===== config.mk =====
export PLATFORM = sky130hd
export DESIGN_NAME = uart_tx_arbiter
export DESIGN_NICKNAME = d
export VERILOG_FILES = /design/src/rtl/uart_tx_arbiter.sv
export SDC_FILE = /design/constraint.sdc
export NUM_CORES = 1
export LEC_CHECK = 0
export BUFFER_PORTS_ARGS = -buffer_cell sky130_fd_sc_hd__buf_2
export CAP_MARGIN = 20
export CORE_MARGIN = 1
export CORE_UTILIZATION = 54
export DETAILED_ROUTE_END_ITERATION = 7
export GPL_TIMING_DRIVEN = 1
export HOLD_SLACK_MARGIN = 0.06
export PLACE_DENSITY_LB_ADDON = 0.2
export SLEW_MARGIN = 5
export SYNTH_ARGS = -nofsm -noshare
export SYNTH_HDL_FRONTEND = slang
export SYNTH_SLANG_ARGS = --single-unit

===== constraint.sdc =====
create_clock -name clk -period 5.5 [get_ports clk]
set_input_delay 0 -clock clk [delete_from_list [all_inputs] [get_ports clk]]
set_output_delay 0 -clock clk [all_outputs]
set_load 0.05 [all_outputs]

===== src/rtl/uart_tx_arbiter.sv =====
// Round-robin arbiter sharing one 8N1 UART transmitter among N_REQ byte requesters,
// with grant locking for multi-byte messages, optional inter-frame gap and done timeout.
//
// state     | meaning
// ----------+---------------------------------------------------------------
// S_IDLE    | arbitrating; accepts a byte when the transmitter is not busy
// S_SEND    | one cycle after tx_start; clears the timeout counter
// S_WAIT    | waiting for tx_done, aborting after TIMEOUT_CLKS cycles
// S_GAP     | IFG_CLKS idle cycles before the next arbitration
module uart_tx_arbiter #(
  parameter int N_REQ        = 4,
  parameter int TIMEOUT_CLKS = 8192,
  parameter int IFG_CLKS     = 0,
  localparam int IW          = $clog2(N_REQ)
) (
  input  logic               clk,
  input  logic               rst,
  input  logic [N_REQ-1:0]   req_valid,
  input  logic [N_REQ-1:0]   req_lock,
  input  logic [8*N_REQ-1:0] req_data,
  output logic [N_REQ-1:0]   req_ready,
  output logic               tx_start,
  output logic [7:0]         tx_data,
  input  logic               tx_busy,
  input  logic               tx_done,
  output logic [IW-1:0]      grant_id,
  output logic               arb_busy,
  output logic               timeout_err
);

  localparam int TW = $clog2(TIMEOUT_CLKS);
  localparam int GW = (IFG_CLKS > 1) ? $clog2(IFG_CLKS) : 1;
  localparam logic [TW-1:0] TMO_LAST = TW'(TIMEOUT_CLKS - 1);
  localparam logic [GW-1:0] GAP_LOAD = (IFG_CLKS > 0) ? GW'(IFG_CLKS - 1) : '0;

  typedef enum logic [1:0] {S_IDLE, S_SEND, S_WAIT, S_GAP} state_t;

  state_t            state_q, state_d;
  logic [N_REQ-1:0]  req_ready_q, req_ready_d;
  logic              tx_start_q, tx_start_d;
  logic [7:0]        tx_data_q, tx_data_d;
  logic [IW-1:0]     grant_id_q, grant_id_d;
  logic [IW-1:0]     ptr_q, ptr_d;
  logic              arb_busy_q, arb_busy_d;
  logic              timeout_err_q, timeout_err_d;
  logic              lock_q, lock_d;
  logic [TW-1:0]     tmo_q, tmo_d;
  logic [GW-1:0]     gap_q, gap_d;

  logic              win_found;
  logic [IW-1:0]     win_idx;
  logic [IW-1:0]     cand_idx;
  logic              do_accept;
  logic [IW-1:0]     sel_idx;

  // Priority search starting just after the last owner; idle requesters cost no cycles.
  always_comb begin
    win_found = 1'b0;
    win_idx   = '0;
    cand_idx  = '0;
    for (int off = 1; off <= N_REQ; off++) begin
      cand_idx = IW'((int'(ptr_q) + off) % N_REQ);
      if (!win_found && req_valid[cand_idx]) begin
        win_found = 1'b1;
        win_idx   = cand_idx;
      end
    end
  end

  always_comb begin
    state_d       = state_q;
    req_ready_d   = '0;
    tx_start_d    = 1'b0;
    tx_data_d     = tx_data_q;
    grant_id_d    = grant_id_q;
    ptr_d         = ptr_q;
    timeout_err_d = 1'b0;
    lock_d        = lock_q;
    tmo_d         = tmo_q;
    gap_d         = gap_q;
    do_accept     = 1'b0;
    sel_idx       = win_idx;

    case (state_q)
      S_IDLE: begin
        if (!tx_busy) begin
          if (lock_q && req_lock[grant_id_q]) begin
            sel_idx   = grant_id_q;
            do_accept = req_valid[grant_id_q];
          end else begin
            lock_d    = 1'b0;
            do_accept = win_found;
          end
        end
      end
      S_SEND: begin
        state_d = S_WAIT;
        tmo_d   = '0;
      end
      S_WAIT: begin
        tmo_d = tmo_q + TW'(1);
        // A done arriving on the last timeout cycle still counts as success.
        if (tx_done) begin
          lock_d  = req_lock[grant_id_q];
          state_d = (IFG_CLKS > 0) ? S_GAP : S_IDLE;
          gap_d   = GAP_LOAD;
        end else if (tmo_q == TMO_LAST) begin
          timeout_err_d = 1'b1;
          lock_d        = 1'b0;
          state_d       = (IFG_CLKS > 0) ? S_GAP : S_IDLE;
          gap_d         = GAP_LOAD;
        end
      end
      S_GAP: begin
        if (gap_q == '0) begin
          state_d = S_IDLE;
        end else begin
          gap_d = gap_q - GW'(1);
        end
      end
      default: state_d = S_IDLE;
    endcase

    if (do_accept) begin
      req_ready_d[sel_idx] = 1'b1;
      tx_start_d           = 1'b1;
      tx_data_d            = req_data[{sel_idx, 3'b000} +: 8];
      grant_id_d           = sel_idx;
      ptr_d                = sel_idx;
      state_d              = S_SEND;
    end

    arb_busy_d = (state_d != S_IDLE);
  end

  always_ff @(posedge clk or posedge rst) begin
    if (rst) begin
      state_q       <= S_IDLE;
      req_ready_q   <= '0;
      tx_start_q    <= 1'b0;
      tx_data_q     <= '0;
      grant_id_q    <= '0;
      ptr_q         <= IW'(N_REQ - 1);
      arb_busy_q    <= 1'b0;
      timeout_err_q <= 1'b0;
      lock_q        <= 1'b0;
      tmo_q         <= '0;
      gap_q         <= '0;
    end else begin
      state_q       <= state_d;
      req_ready_q   <= req_ready_d;
      tx_start_q    <= tx_start_d;
      tx_data_q     <= tx_data_d;
      grant_id_q    <= grant_id_d;
      ptr_q         <= ptr_d;
      arb_busy_q    <= arb_busy_d;
      timeout_err_q <= timeout_err_d;
      lock_q        <= lock_d;
      tmo_q         <= tmo_d;
      gap_q         <= gap_d;
    end
  end

  assign req_ready   = req_ready_q;
  assign tx_start    = tx_start_q;
  assign tx_data     = tx_data_q;
  assign grant_id    = grant_id_q;
  assign arb_busy    = arb_busy_q;
  assign timeout_err = timeout_err_q;

endmodule

==> flow_summary.ini <==
[worst_setup_path]
path_cells = inv_1 > ha_1 > nor2b_1 > nand3_1 > a32oi_4 > mux2i_1 > dlygate4sd3_1 > o221ai_1 > dlygate4sd3_1
ff2ff_path_depth = 9
slowest_stage = a32oi_4
reg2reg_from = state_q[1]$_DFF_PP0_
rr_endpoint = tx_data[6]$_DFFE_PP0P_
path_common_cell = dlygate4sd3_1
path_class = reg2reg
arrival_ns = 3.74
startpoint_type = flip-flop
cp_slowest_stage_delay_ns = 0.67
startpoint = state_q[1]$_DFF_PP0_
path_max_fanout = 16
endpoint_kind = flip-flop
ff2ff_setup_slack_ns = 1.97
crit_required_ns = 5.72

[cells_and_area]
fin_util_pct = 75.0
final_cell_mix = buf_2, dfrtp_1, nand2_1, dlygate4sd3_1, nor2_1
drive_gt1_share_pct = 27.5
diodes = 0
final_common_cell = buf_2
nets = 333
syn_to_final_growth_pct = 31.5

[yosys]
synth_fa_ha_area_share_pct = 1.94
synth_compound_gate_area_share_pct = 17.5
async_flop_share_pct = 100
syn_inst = 202
synth_cell_types = 44
synth_edf_count = 0
seq_area_frac_synth_pct = 45.5
synth_area_leaders = dfrtp_1, mux2i_1, nand2_1
ys_seq_elements = 35
yosys_warnings = 0
syn_nets = 249
syn_avg_cell_area_sq_um = 9.56
synth_top_area_share_pct = 42.7
yosys.area_share.xor_xnor_pct = 1.81
synth_area_sq_um = 1930
synth_largest_area_cell = dfrtp_1
synth_top_family_by_area = simple AND/OR/NAND/NOR gates
synthSimpleGateAreaFrac_pct = 18.1
ys.flop_type = dfrtp_1
synthMuxAreaShare_pct = 10.8

[clock_network]
cts_buffer_depth = 2
clock_tree.root_cell = clkbuf_4
cts_tree = yes
cts_max_level = 2
clock-sinks = 35
worstSkewPairLatency_ns = 0.34
cts_buffers = 5
clkTransAtPathRegs_ns = 0.11
cts_setup_buffers = 0

[grt]
grt_pass1_wl_mm = 6.77
grt_pass1_vias = 1523
grt_max_degree = 36
antenna_found_initial = 0
grt_usage_pct = 24.8
grt_overflow_total = 0

[detailed_routing]
first_iter_violations = 128
wl_met2_mm = 2.11
met1Wirelength_mm = 2.05
dr.max_layer_used = met4
dr.pass1.iters = 4
viasPerCell = 5.37
wl_mm = 4.41
routedWlPerCell_um = 13.2
drtAntennaViolNets = 0
remaining_drc_errors = 0
wl_met3_um = 174
vias = 1787

[outcome]
status = completed

[worst_hold_path]
min_path_cells = 4
min_to = lock_q$_DFFE_PP0P_
hold_start = tx_busy
hold_class = in2reg

[floorplan]
initial_core_util_pct = 57.0
io-pin-count = 61
rows = 21
die_w_um = 61.8
die_y_um = 61.8
dieArea_sq_um = 3820
core_sq_um = 3390

[timing]
fin_skew_ns = 0.0118
setup_violations = 0
final_max_slew_viol_count = 0
tightest_slew_ns = 0.701
rsz0062_at_grt = false
hold_slack_ns = 0.0864
slew_headroom_pct = 53.3
fin_crit_sh_pct = 64.1
max_freq_mhz = 284
period_minus_slack_ns = 3.53
hold_viol = 0
setup_tns_ns = 0

[pwr]
power.density_nw_per_um2 = 477
p_leak_nw = 1.21
peakVddDrop_uv = 282

[flow_run]
maxCapViolCount = 0

[placed_design]
io_buffers = 60
hpwl_mm = 2.99
gp_congestion = 0.797
[critical path: cells and delay by family, from the launching register on]
family,cells,cell delay [ns]
and+or+nand+nor,2,0.41
buffers and inverters,3,1.27
DFF,1,0.41
adders and majority gates,1,0.27
muxes,1,0.26
AOI/OAI and AO/OA,2,0.79
[cells by family after synthesis]
family	Yosys count
AOI/OAI and AO/OA	46
buffers and inverters	21
and+or+nand+nor	74
muxes	19
DFF	35
xor gates and xnor gates	4
adders and majority gates	3
[cell type report]
| cell class | instances | area [sq um] |
|---|---|---|
| inverters | 15 | 56.3 |
| well taps | 46 | 57.6 |
| fillers | 250 | 848 |
| clock buffers | 5 | 37.5 |
| flip-flops and latches | 35 | 878 |
| multi-input cells | 146 | 968 |
| clock inverters | 3 | 15.0 |
| repair buffers | 83 | 528 |
[Yosys cell counts (2+ instances only)]
master	count
nor2_1	18
nand3_1	11
or3_1	3
a211oi_1	2
dfrtp_1	33
nand4_1	2
nor3_1	3
o221ai_1	4
mux2_1	4
a221oi_1	4
o21ai_0	10
o21a_1	5
ha_1	3
nand2_1	25
nor2b_1	3
mux2i_1	13
clkbuf_1	3
buf_2	2
xor2_1	3
inv_1	14
a21oi_1	6
o22ai_1	6
dfstp_2	2
nand2b_1	3
[report_power, final]
| group | switching, mW | internal, mW | total [mW] |
|---|---|---|---|
| clock network | 0.0881 | 0.0476 | 0.136 |
| registers | 0.0582 | 0.333 | 0.391 |
| logic | 0.423 | 0.261 | 0.684 |
[registers in the layout (all words and copies together) (netlist names)]
| signal | count |
|---|---|
| timeout_err | 1 |
| tx_start | 1 |
| tx_data | 8 |
| req_ready | 4 |
| arb_busy | 1 |
| grant_id | 2 |
| lock_q | 1 |
| state_q | 2 |
| ptr_q | 2 |
| tmo_q | 13 |
[how the worst max path moves through the flow]
stage                                         to  slack [ns]
after floorplan           tx_data[0]$_DFFE_PP0P_        3.19
after global placement    tx_data[0]$_DFFE_PP0P_        3.01
after detailed placement  tx_data[5]$_DFFE_PP0P_        2.91
after CTS                 tx_data[2]$_DFFE_PP0P_        2.04
after global routing      tx_data[6]$_DFFE_PP0P_        1.70
final                     tx_data[6]$_DFFE_PP0P_        1.97
[per-stage QoR]
stage / setup slack [ns] / instances / cell area (sq um) / power, mW
4_1_cts: 2.04 / 333 / 2540 / 1.21
3_5_place_dp: 2.91 / 303 / 2270 / 0.999
5_1_grt: 1.70 / 333 / 2540 / 1.30
6_report: 1.97 / 333 / 2540 / 1.21
3_3_place_gp: 3.01 / 303 / 2270 / 0.991
2_1_floorplan: 3.19 / 202 / 1930 / 0.872
[repair_timing]
item | in CTS | in global routing
hold buffers | 22 | 0
resized for setup | 0 | 0
setup endpoints to repair | 0 | 0
hold endpoints to repair | 46 | 0
[layer usage]
metal	global-route usage [%]	up-vias
met5	0	-
met4	9.84	0
met3	6.00	7
met2	38.6	48
met1	33.7	843
li1	-	889
Power figures use the tool's default switching activity.
